<file path="src/rtl/vic_pkg.sv">
// Shared constants and types for the VIC-20 6560/6561 register file.
// Register indices, field bit positions, fixed read values and the decoded video config.
package vic_pkg;

    localparam logic [3:0] REG_HORIG    = 4'd0;
    localparam logic [3:0] REG_VORIG    = 4'd1;
    localparam logic [3:0] REG_COLS     = 4'd2;
    localparam logic [3:0] REG_ROWS     = 4'd3;
    localparam logic [3:0] REG_RASTER   = 4'd4;
    localparam logic [3:0] REG_BASE     = 4'd5;
    localparam logic [3:0] REG_LPEN_X   = 4'd6;
    localparam logic [3:0] REG_LPEN_Y   = 4'd7;
    localparam logic [3:0] REG_PADDLE_X = 4'd8;
    localparam logic [3:0] REG_PADDLE_Y = 4'd9;
    localparam logic [3:0] REG_BASS     = 4'd10;
    localparam logic [3:0] REG_ALTO     = 4'd11;
    localparam logic [3:0] REG_SOPRANO  = 4'd12;
    localparam logic [3:0] REG_NOISE    = 4'd13;
    localparam logic [3:0] REG_VOLUME   = 4'd14;
    localparam logic [3:0] REG_COLOR    = 4'd15;

    // Field bit positions inside the packed registers
    localparam int COLS_VA9_BIT    = 7;
    localparam int ROWS_CHAR16_BIT = 0;
    localparam int COLOR_INV_BIT   = 3;

    localparam logic [15:0] VIC_COLOR_RAM_BASE = 16'h9400;
    localparam logic [15:0] COLOR_RAM_VA9_OFS  = 16'h0200;

    localparam logic [7:0] LPEN_READ   = 8'h00;
    localparam logic [7:0] PADDLE_READ = 8'hFF;

    typedef logic [15:0][7:0] vic_regfile_t;

    // Everything the video stage consumes, in VIC address space
    typedef struct packed {
        logic [6:0]  xorigin;
        logic [7:0]  yorigin;
        logic [6:0]  cols;
        logic [6:0]  rows;
        logic        chars8x16;
        logic [13:0] screen_va;
        logic [13:0] char_va;
        logic        color_va9;
        logic [3:0]  aux_color;
        logic [3:0]  back_color;
        logic        inverted;
        logic [2:0]  border_color;
    } vic_video_cfg_t;

endpackage

</file>
<file path="src/rtl/vic_addr_map.sv">
// Maps a 14-bit VIC address onto the 16-bit CPU bus: VA13 selects between
// the $8000 block (VA13=0) and the $0000 block (VA13=1).
module vic_addr_map (
    input  logic [13:0] va,
    output logic [15:0] cpu_addr
);

    assign cpu_addr = {~va[13], 2'b00, va[12:0]};

endmodule

</file>
<file path="src/rtl/vic_regs.sv">
// VIC-20 6560/6561 CPU register file ($9000-$900F) with decoded video configuration.
// Optional frame-start shadowing of video outputs: define VIC_SHADOW_EN.
module vic_regs
    import vic_pkg::*;
#(
    parameter logic [15:0] COLOR_RAM_BASE = VIC_COLOR_RAM_BASE
) (
    input  logic        clk,
    input  logic        reset,
    input  logic        cpu_cs,
    input  logic        cpu_we,
    input  logic [3:0]  cpu_addr,
    input  logic [7:0]  cpu_din,
    output logic [7:0]  cpu_dout,
    input  logic [7:0]  raster_line,
    output logic [6:0]  xorigin,
    output logic [7:0]  yorigin,
    output logic [6:0]  cols,
    output logic [6:0]  rows,
    output logic        chars8x16,
    output logic [15:0] screen_addr,
    output logic [15:0] char_rom_addr,
    output logic [15:0] color_ram_addr,
    output logic [3:0]  aux_color,
    output logic [3:0]  back_color,
    output logic        inverted,
    output logic [2:0]  border_color,
    output logic [39:0] sound_regs
);

    vic_regfile_t   regs_q, regs_d;
    logic [7:0]     cpu_dout_q, cpu_dout_d;
    logic [7:0]     rd_data;
    vic_video_cfg_t cfg_live;
    vic_video_cfg_t cfg;

    // Register writes; reg3 bit7 and the raster/light-pen/paddle slots are inputs, not storage
    always_comb begin
        regs_d = regs_q;
        if (cpu_cs && cpu_we) begin
            case (cpu_addr)
                REG_ROWS:     regs_d[REG_ROWS] = {1'b0, cpu_din[6:0]};
                REG_RASTER,
                REG_LPEN_X,
                REG_LPEN_Y,
                REG_PADDLE_X,
                REG_PADDLE_Y: ;
                default:      regs_d[cpu_addr] = cpu_din;
            endcase
        end
    end

    always_comb begin
        case (cpu_addr)
            REG_ROWS:     rd_data = {1'b0, regs_q[REG_ROWS][6:0]};
            REG_RASTER:   rd_data = raster_line;
            REG_LPEN_X,
            REG_LPEN_Y:   rd_data = LPEN_READ;
            REG_PADDLE_X,
            REG_PADDLE_Y: rd_data = PADDLE_READ;
            default:      rd_data = regs_q[cpu_addr];
        endcase
    end

    always_comb begin
        cpu_dout_d = cpu_dout_q;
        if (cpu_cs && !cpu_we) begin
            cpu_dout_d = rd_data;
        end
    end

    // NOTE: the register array is small and architecturally reset to zero, so it gets a
    // real reset; every flop in this block is written with <= so all of them sample together.
    always_ff @(posedge clk or posedge reset) begin
        if (reset) begin
            regs_q     <= '0;
            cpu_dout_q <= '0;
        end else begin
            regs_q     <= regs_d;
            cpu_dout_q <= cpu_dout_d;
        end
    end

    always_comb begin
        cfg_live              = '0;
        cfg_live.xorigin      = regs_q[REG_HORIG][6:0];
        cfg_live.yorigin      = regs_q[REG_VORIG];
        cfg_live.cols         = regs_q[REG_COLS][6:0];
        cfg_live.rows         = {1'b0, regs_q[REG_ROWS][6:1]};
        cfg_live.chars8x16    = regs_q[REG_ROWS][ROWS_CHAR16_BIT];
        cfg_live.screen_va    = {regs_q[REG_BASE][7:4], regs_q[REG_COLS][COLS_VA9_BIT], 9'b0};
        cfg_live.char_va      = {regs_q[REG_BASE][3:0], 10'b0};
        cfg_live.color_va9    = regs_q[REG_COLS][COLS_VA9_BIT];
        cfg_live.aux_color    = regs_q[REG_VOLUME][7:4];
        cfg_live.back_color   = regs_q[REG_COLOR][7:4];
        cfg_live.inverted     = regs_q[REG_COLOR][COLOR_INV_BIT];
        cfg_live.border_color = regs_q[REG_COLOR][2:0];
    end

`ifdef VIC_SHADOW_EN
    vic_video_cfg_t shadow_q, shadow_d;
    logic [7:0]     prev_line_q;
    logic           commit;

    // Commit on the edge where the raster enters line 0; cfg_live still reflects pre-edge regs
    always_comb begin
        commit   = (raster_line == 8'h00) && (prev_line_q != 8'h00);
        shadow_d = shadow_q;
        if (commit) begin
            shadow_d = cfg_live;
        end
    end

    always_ff @(posedge clk or posedge reset) begin
        if (reset) begin
            shadow_q    <= '0;
            prev_line_q <= '0;
        end else begin
            shadow_q    <= shadow_d;
            prev_line_q <= raster_line;
        end
    end

    assign cfg = shadow_q;
`else
    assign cfg = cfg_live;
`endif

    vic_addr_map u_screen_map (
        .va       (cfg.screen_va),
        .cpu_addr (screen_addr)
    );

    vic_addr_map u_char_map (
        .va       (cfg.char_va),
        .cpu_addr (char_rom_addr)
    );

    assign color_ram_addr = COLOR_RAM_BASE + (cfg.color_va9 ? COLOR_RAM_VA9_OFS : 16'h0000);

    assign cpu_dout     = cpu_dout_q;
    assign xorigin      = cfg.xorigin;
    assign yorigin      = cfg.yorigin;
    assign cols         = cfg.cols;
    assign rows         = cfg.rows;
    assign chars8x16    = cfg.chars8x16;
    assign aux_color    = cfg.aux_color;
    assign back_color   = cfg.back_color;
    assign inverted     = cfg.inverted;
    assign border_color = cfg.border_color;

    // Sound registers bypass the shadow so pitch/volume changes are immediate
    assign sound_regs = {4'b0000, regs_q[REG_VOLUME][3:0], regs_q[REG_NOISE],
                         regs_q[REG_SOPRANO], regs_q[REG_ALTO], regs_q[REG_BASS]};

endmodule

</file>
<file path="config.mk">
export PLATFORM = sky130hd
export DESIGN_NAME = vic_regs
export DESIGN_NICKNAME = d
export VERILOG_FILES = /design/src/rtl/vic_pkg.sv /design/src/rtl/vic_addr_map.sv /design/src/rtl/vic_regs.sv
export SDC_FILE = /design/constraint.sdc
export NUM_CORES = 1
export LEC_CHECK = 0
export CAP_MARGIN = 20
export CORE_MARGIN = 2
export CORE_UTILIZATION = 45
export DETAILED_ROUTE_END_ITERATION = 10
export GPL_ROUTABILITY_DRIVEN = 0
export GPL_TIMING_DRIVEN = 0
export PLACE_DENSITY = 0.73
export SKIP_CTS_REPAIR_TIMING = 1
export SLEW_MARGIN = 20
export SYNTH_ARGS = -nofsm -noshare
export SYNTH_HDL_FRONTEND = slang
export SYNTH_SLANG_ARGS = --single-unit
export TNS_END_PERCENT = 50
</file>
<file path="constraint.sdc">
create_clock -name clk -period 5 [get_ports clk]
set_clock_uncertainty 0.05 [all_clocks]
set_input_delay 0.5 -clock clk [delete_from_list [all_inputs] [get_ports clk]]
set_output_delay 0.5 -clock clk [all_outputs]
set_load 0.01 [all_outputs]
</file>
---- Word level (Yosys, flattened, before mapping) ----
Index checks and enable logic that the tools add are counted.
word-level totals
  register bits ........................... 136
  bits of input ports ..................... 24
  output and inout bits ................... 138
operators by class
  add/sub/neg operators ................... 1
  magnitude comparators ................... 2
  equality and inequality tests ........... 6
  muxes and demuxes ....................... 8
  bitwise operators ....................... 4
  reductions and logical operators ........ 10
operator list
  operator                                                     count
  bitwise mux 128 bit                                          1
  binary-select mux 8 bit (select 4 bit)                       1
  demux 8 bit (select 4 bit)                                   1
  one-hot mux 8 bit (4 select lines)                           1
  adder 16 x 10 -> 16 bit (first input constant)               1
  two-way mux 8 bit                                            2
  one-hot mux 8 bit (2 select lines)                           1
  == test 4 x 3 -> 1 bit (second input constant)               3
  two-way mux 10 bit                                           1
  == test 4 bit (second input constant)                        2
  OR reduction 6 bit                                           1
  less-than comparator 4 x 5 -> 1 bit (second input constant)  1
  OR reduction 5 bit                                           1
  == test 4 x 2 -> 1 bit (second input constant)               1
  >= comparator 4 x 1 -> 1 bit (second input constant)         1
  NOT 1 bit                                                    4
  AND reduction 2 bit                                          2
  OR reduction 2 bit                                           2
  logical AND 1 bit                                            3
  logical NOT 1 bit                                            1

---- Longest topological paths before layout ----
  depth after elaboration ................. 6
  gate-level depth with buffers ........... 7
  depth with buffers taken out ............ 5

---- Cells and area by module ----
From an unflattened synthesis, not the netlist that was laid out.
unflattened totals
  cells, all modules ...................... 552
  area total of the unflattened synthesis .. 6566.3 um^2
modules (own cells, without submodules)
  module        instances  cells an instance  area each (um^2)  seq. area each (um^2)
  vic_regs      1          518                6326.1            3002.9
  vic_addr_map  2          17                 120.1             0.0

---- Worst setup path after synthesis ----
OpenSTA, ideal clock, no wires.
  path kind ............................... input to register
  from .................................... input port cpu_addr[2]
  to ...................................... register cpu_dout_q[4], in the netlist cpu_dout[4]
  data arrival time ....................... 1.567 ns
  setup slack ............................. 3.243 ns
  stages on the path ...................... 7
  path buffers ............................ 2
  cell sequence ........................... buf_6 nor2b_1 buf_4 a21oi_2 o221ai_4 nor4_1 a221oi_1
between the ends
  cells in the longest elaborated chain, start to end .. 3
  elaborated cells on any way between the ends .. 11
  classes of those cells .................. 6 x eq/ne; 3 x mux; 2 x reduce/logical
ends and longest elaborated chain
  element                                                                        line                            text
  from (decl)                                                                    vic_regs.sv:12                  input logic [3:0] cpu_addr,
  binary-select mux 8 bit (select 4 bit), or another cell as far along           vic_regs.sv:61                  default: rd_data = regs_q[cpu_addr];
  two-way mux 8 bit (implied by the code) or OR reduction 2 bit (tied branches)  vic_regs.sv:61, vic_regs.sv:54
  one-hot mux 8 bit (4 select lines) (*)                                         vic_regs.sv:54                  case (cpu_addr)
  to (signal assigned)                                                           vic_regs.sv:80                  cpu_dout_q <= cpu_dout_d;
  to (decl)                                                                      vic_regs.sv:32                  logic [7:0] cpu_dout_q, cpu_dout_d;
Mark *: on every way between the ends. The rest lies on a longest branch, timed or not. The select of a mux whose other input is x is not followed.
A chain may end at the register's enable or synchronous reset.

---- Worst setup path after layout ----
  from .................................... input port cpu_addr[3]
  to ...................................... register cpu_dout_q[6], in the netlist cpu_dout[6]
Same word-level chain as after synthesis.

==> metrics.md <==
| Metric | Value |
|---|---|
| Outcome | `complete, no violations` |
| Max-slew violation count | `0` |
| Detailed-routed wire length on met3 | `about 1.2 mm` |
| Hold Vio Cnt, Final | `0` |
| # H-tree levels | `4` |
| Site row count | `45` |
| Final std cells w/o fill | `about 1,000` |
| Wirelength, routed | `around 18 mm` |
| Met2 WL post-DR | `about 8.4 mm` |
| GRT Util Overall | `a little over a fifth` |
| Placed Cells | `~950` |
| Yosys warning count | `0` |
| Dominant cells by area after synthesis | `dfrtp_1 (48%), buf_4 (14%), mux2_2 (14%), mux4_2 (4.8%), mux2i_1 (3.1%)` |
| Max transition margin | `about 51%` |
| Design area | `~9300 um^2` |
| DP Wirelength | `around 13 mm` |
| Worst hold margin | `about 0.4 ns` |
| VDD IR-drop max | `a little over 200 uV` |
| ANT nets after route | `0` |
| Synth Flop Type | `dfrtp_1` |
| Largest net degree at the start of global routing | `roughly 70` |
| Wire length per cell | `between 15 and 20 um` |
| Die H | `about 130 um` |
| Peak Freq | `443 MHz` |
| Final Power | `about 3.6 mW` |
| Antenna cells | `0` |
| Later-pin clock latency in the skew report | `roughly 0.42 ns` |
| Die area | `around 17,000 um^2` |
| Synth unique cells | `43` |
| Async SR Flop Fraction | `100%` |
| Setup ws final | `2.74 ns` |
| Min-Delay Path Class | `flop to flop` |
| Inserted Clock Buffers | `17` |
| Root Buffer Master | `clkbuf_16` |
| Seq cells post-synth | `136` |
| Die Width | `around 130 um` |
| RSZ-0062 raised after global routing | `no` |
| # IOs | `approximately 160` |
| Final worst path period need | `2.26 ns` |
| Clk sinks | `about 140` |
| Initial antenna violation count | `1` |
| Leak pwr | `about 4.3 nW` |
| CTS max path bufs | `2` |
| Filler cell count | `1,223` |
| Vias in the first global route | `between 4k and 5k` |
| Metal1 wirelength | `around 7.7 mm` |
| Port buffer count | `115` |
| Crit share post-route | `a little under half` |
| Area growth, synth to finish | `31.2%` |
| Worst setup EP type | `flop` |
| Sum Neg Setup Slack | `0 ns` |
| Place WS | `2.33 ns` |
| Number of setup violations in the final report | `0` |
| Worst Path Required | `between 5 and 6 ns` |
| Initial core utilization | `a little under half` |
| Sequential fraction of the synthesis area | `between 40 and 50%` |
| Max Used Layer | `met5` |
| Via count of the routed design | `between 4k and 5k` |
| Final net count | `777` |
| CP max FO | `10` |
| Core Util, Final | `60.8%` |
| MaxCap Viol Count | `0` |
| Via density per instance | `about 4.9` |
| Synth top area share | `about 48%` |
| Mean post-synth cell area | `approximately 12 um^2` |
| PwrDens | `389 nW/um^2` |
| Global-route wire length before repair | `around 27 mm` |
| TritonCTS clock tree | `yes` |
| Core footprint | `15,300 um^2` |
| Kind of critical path | `primary input to flop` |
| Number of synthesized flops with an enable pin | `0` |
| Area after DPL | `~8700 um^2` |
| Share of cells above drive strength 1 | `a little under two fifths` |
| Worst-Margin Slew | `about 0.73 ns` |
| CP arrival | `around 2.5 ns` |
| DR iter-0 viols | `310` |
| Cell count after synthesis | `approximately 580` |
| DRC errors left | `0` |
| Drt pass-1 iters | `5` |
| Setup crit start kind | `primary input` |
| Synthesized cell area | `slightly above 7000 um^2` |
| Clock transition at the registers of the reported paths | `around 0.050 ns` |
| Leading area contributor after synthesis | `dfrtp_1` |
| Total gr overflow | `0` |
==> critical path, cell delays in order <==
cell and delay, ns:
clkdlybuf4s50_1 0.78, buf_6 0.24, buf_6 0.18, mux4_2 0.33, a22oi_1 0.34, a21oi_1 0.12
==> registers in the layout, indices dropped and copies added, names as in the netlist, 6 cells and up <==
signal,cells
cfg,9
cols,7
cpu_dout,8
regs_q,42
rows,6
sound_regs,36
xorigin,7
yorigin,8
==> where the power goes <==
group	total [mW]	switching [mW]	internal [mW]
sequential	1.38	0.132	1.25
clock	1.27	0.440	0.833
combinational	0.970	0.353	0.618
total	3.63	0.924	2.70
==> final timing paths <==
path	from	end	cells past startpoint	slack (ns)
max	cpu_addr[3]	cpu_dout[6]	6	2.74
min	regs_q[62]	regs_q[62]	1	0.40
max reg2reg	sound_regs[26]	cpu_dout[2]	3	3.44
min reg2reg	regs_q[62]	regs_q[62]	1	0.40
max in group asynchronous	reset	sound_regs[8]	3	3.74
min in group asynchronous	reset	sound_regs[32]	2	0.46
==> layout by cell type (no fill, tap or decap), types with 4 or more instances in the layout <==
cell / n
a21oi_1: 10
a22oi_1: 6
a311oi_1: 6
buf_2: 5
buf_4: 132
buf_6: 6
clkbuf_1: 52
clkbuf_16: 17
clkbuf_8: 4
clkdlybuf4s50_1: 115
clkinv_2: 4
conb_1: 43
dfrtp_1: 136
mux2_2: 88
mux2i_1: 22
mux4_2: 15
nand2_1: 7
nand2b_1: 4
nor2_1: 7
nor2b_1: 10
nor4_1: 4
o21ai_0: 19
o22ai_1: 8
o2bb2ai_1: 6
==> synthesized netlist by cell type (3+ instances only) <==
cell / instances
dfrtp_1: 136
buf_4: 132
mux2_2: 88
clkbuf_1: 49
mux2i_1: 22
o21ai_0: 19
mux4_2: 15
a21oi_1: 10
nor2b_1: 10
o22ai_1: 8
nand2_1: 7
nor2_1: 7
a22oi_1: 6
a311oi_1: 6
buf_6: 6
o2bb2ai_1: 6
buf_2: 5
nand2b_1: 4
nor4_1: 4
inv_1: 3
mux4_1: 3
nor2_2: 3
nor2_4: 3
==> cell families (layout without fill, tap and decap cells) <==
kind of cell           count (synthesis)  in the layout  share of synthesized area [%]
buffers and inverters                198            346                           18.3
DFF                                  136            136                           47.9
muxes                                129            129                           23.1
AOI/OAI and AO/OA                     59             59                           5.60
and+or+nand+nor                       53             53                           4.97
other                                  2             43                          0.106
==> layout make-up <==
class,count,area (um^2),area share (%)
tap,211,264,2.83
buffer,195,1290,13.8
clock inverter,8,118,1.26
inverter,3,18.8,0.201
clock buffer,24,492,5.28
sequential,136,3400,36.5
multi-input combinational,284,2550,27.4
timing repair buffer,116,1180,12.7
==> layer usage <==
metal,GRT usage [%],up-vias
li1,-,2167
met1,28.6,2412
met2,34.6,207
met3,5.16,33
met4,8.86,2
met5,0,-
(Power assumes the default switching activity.)
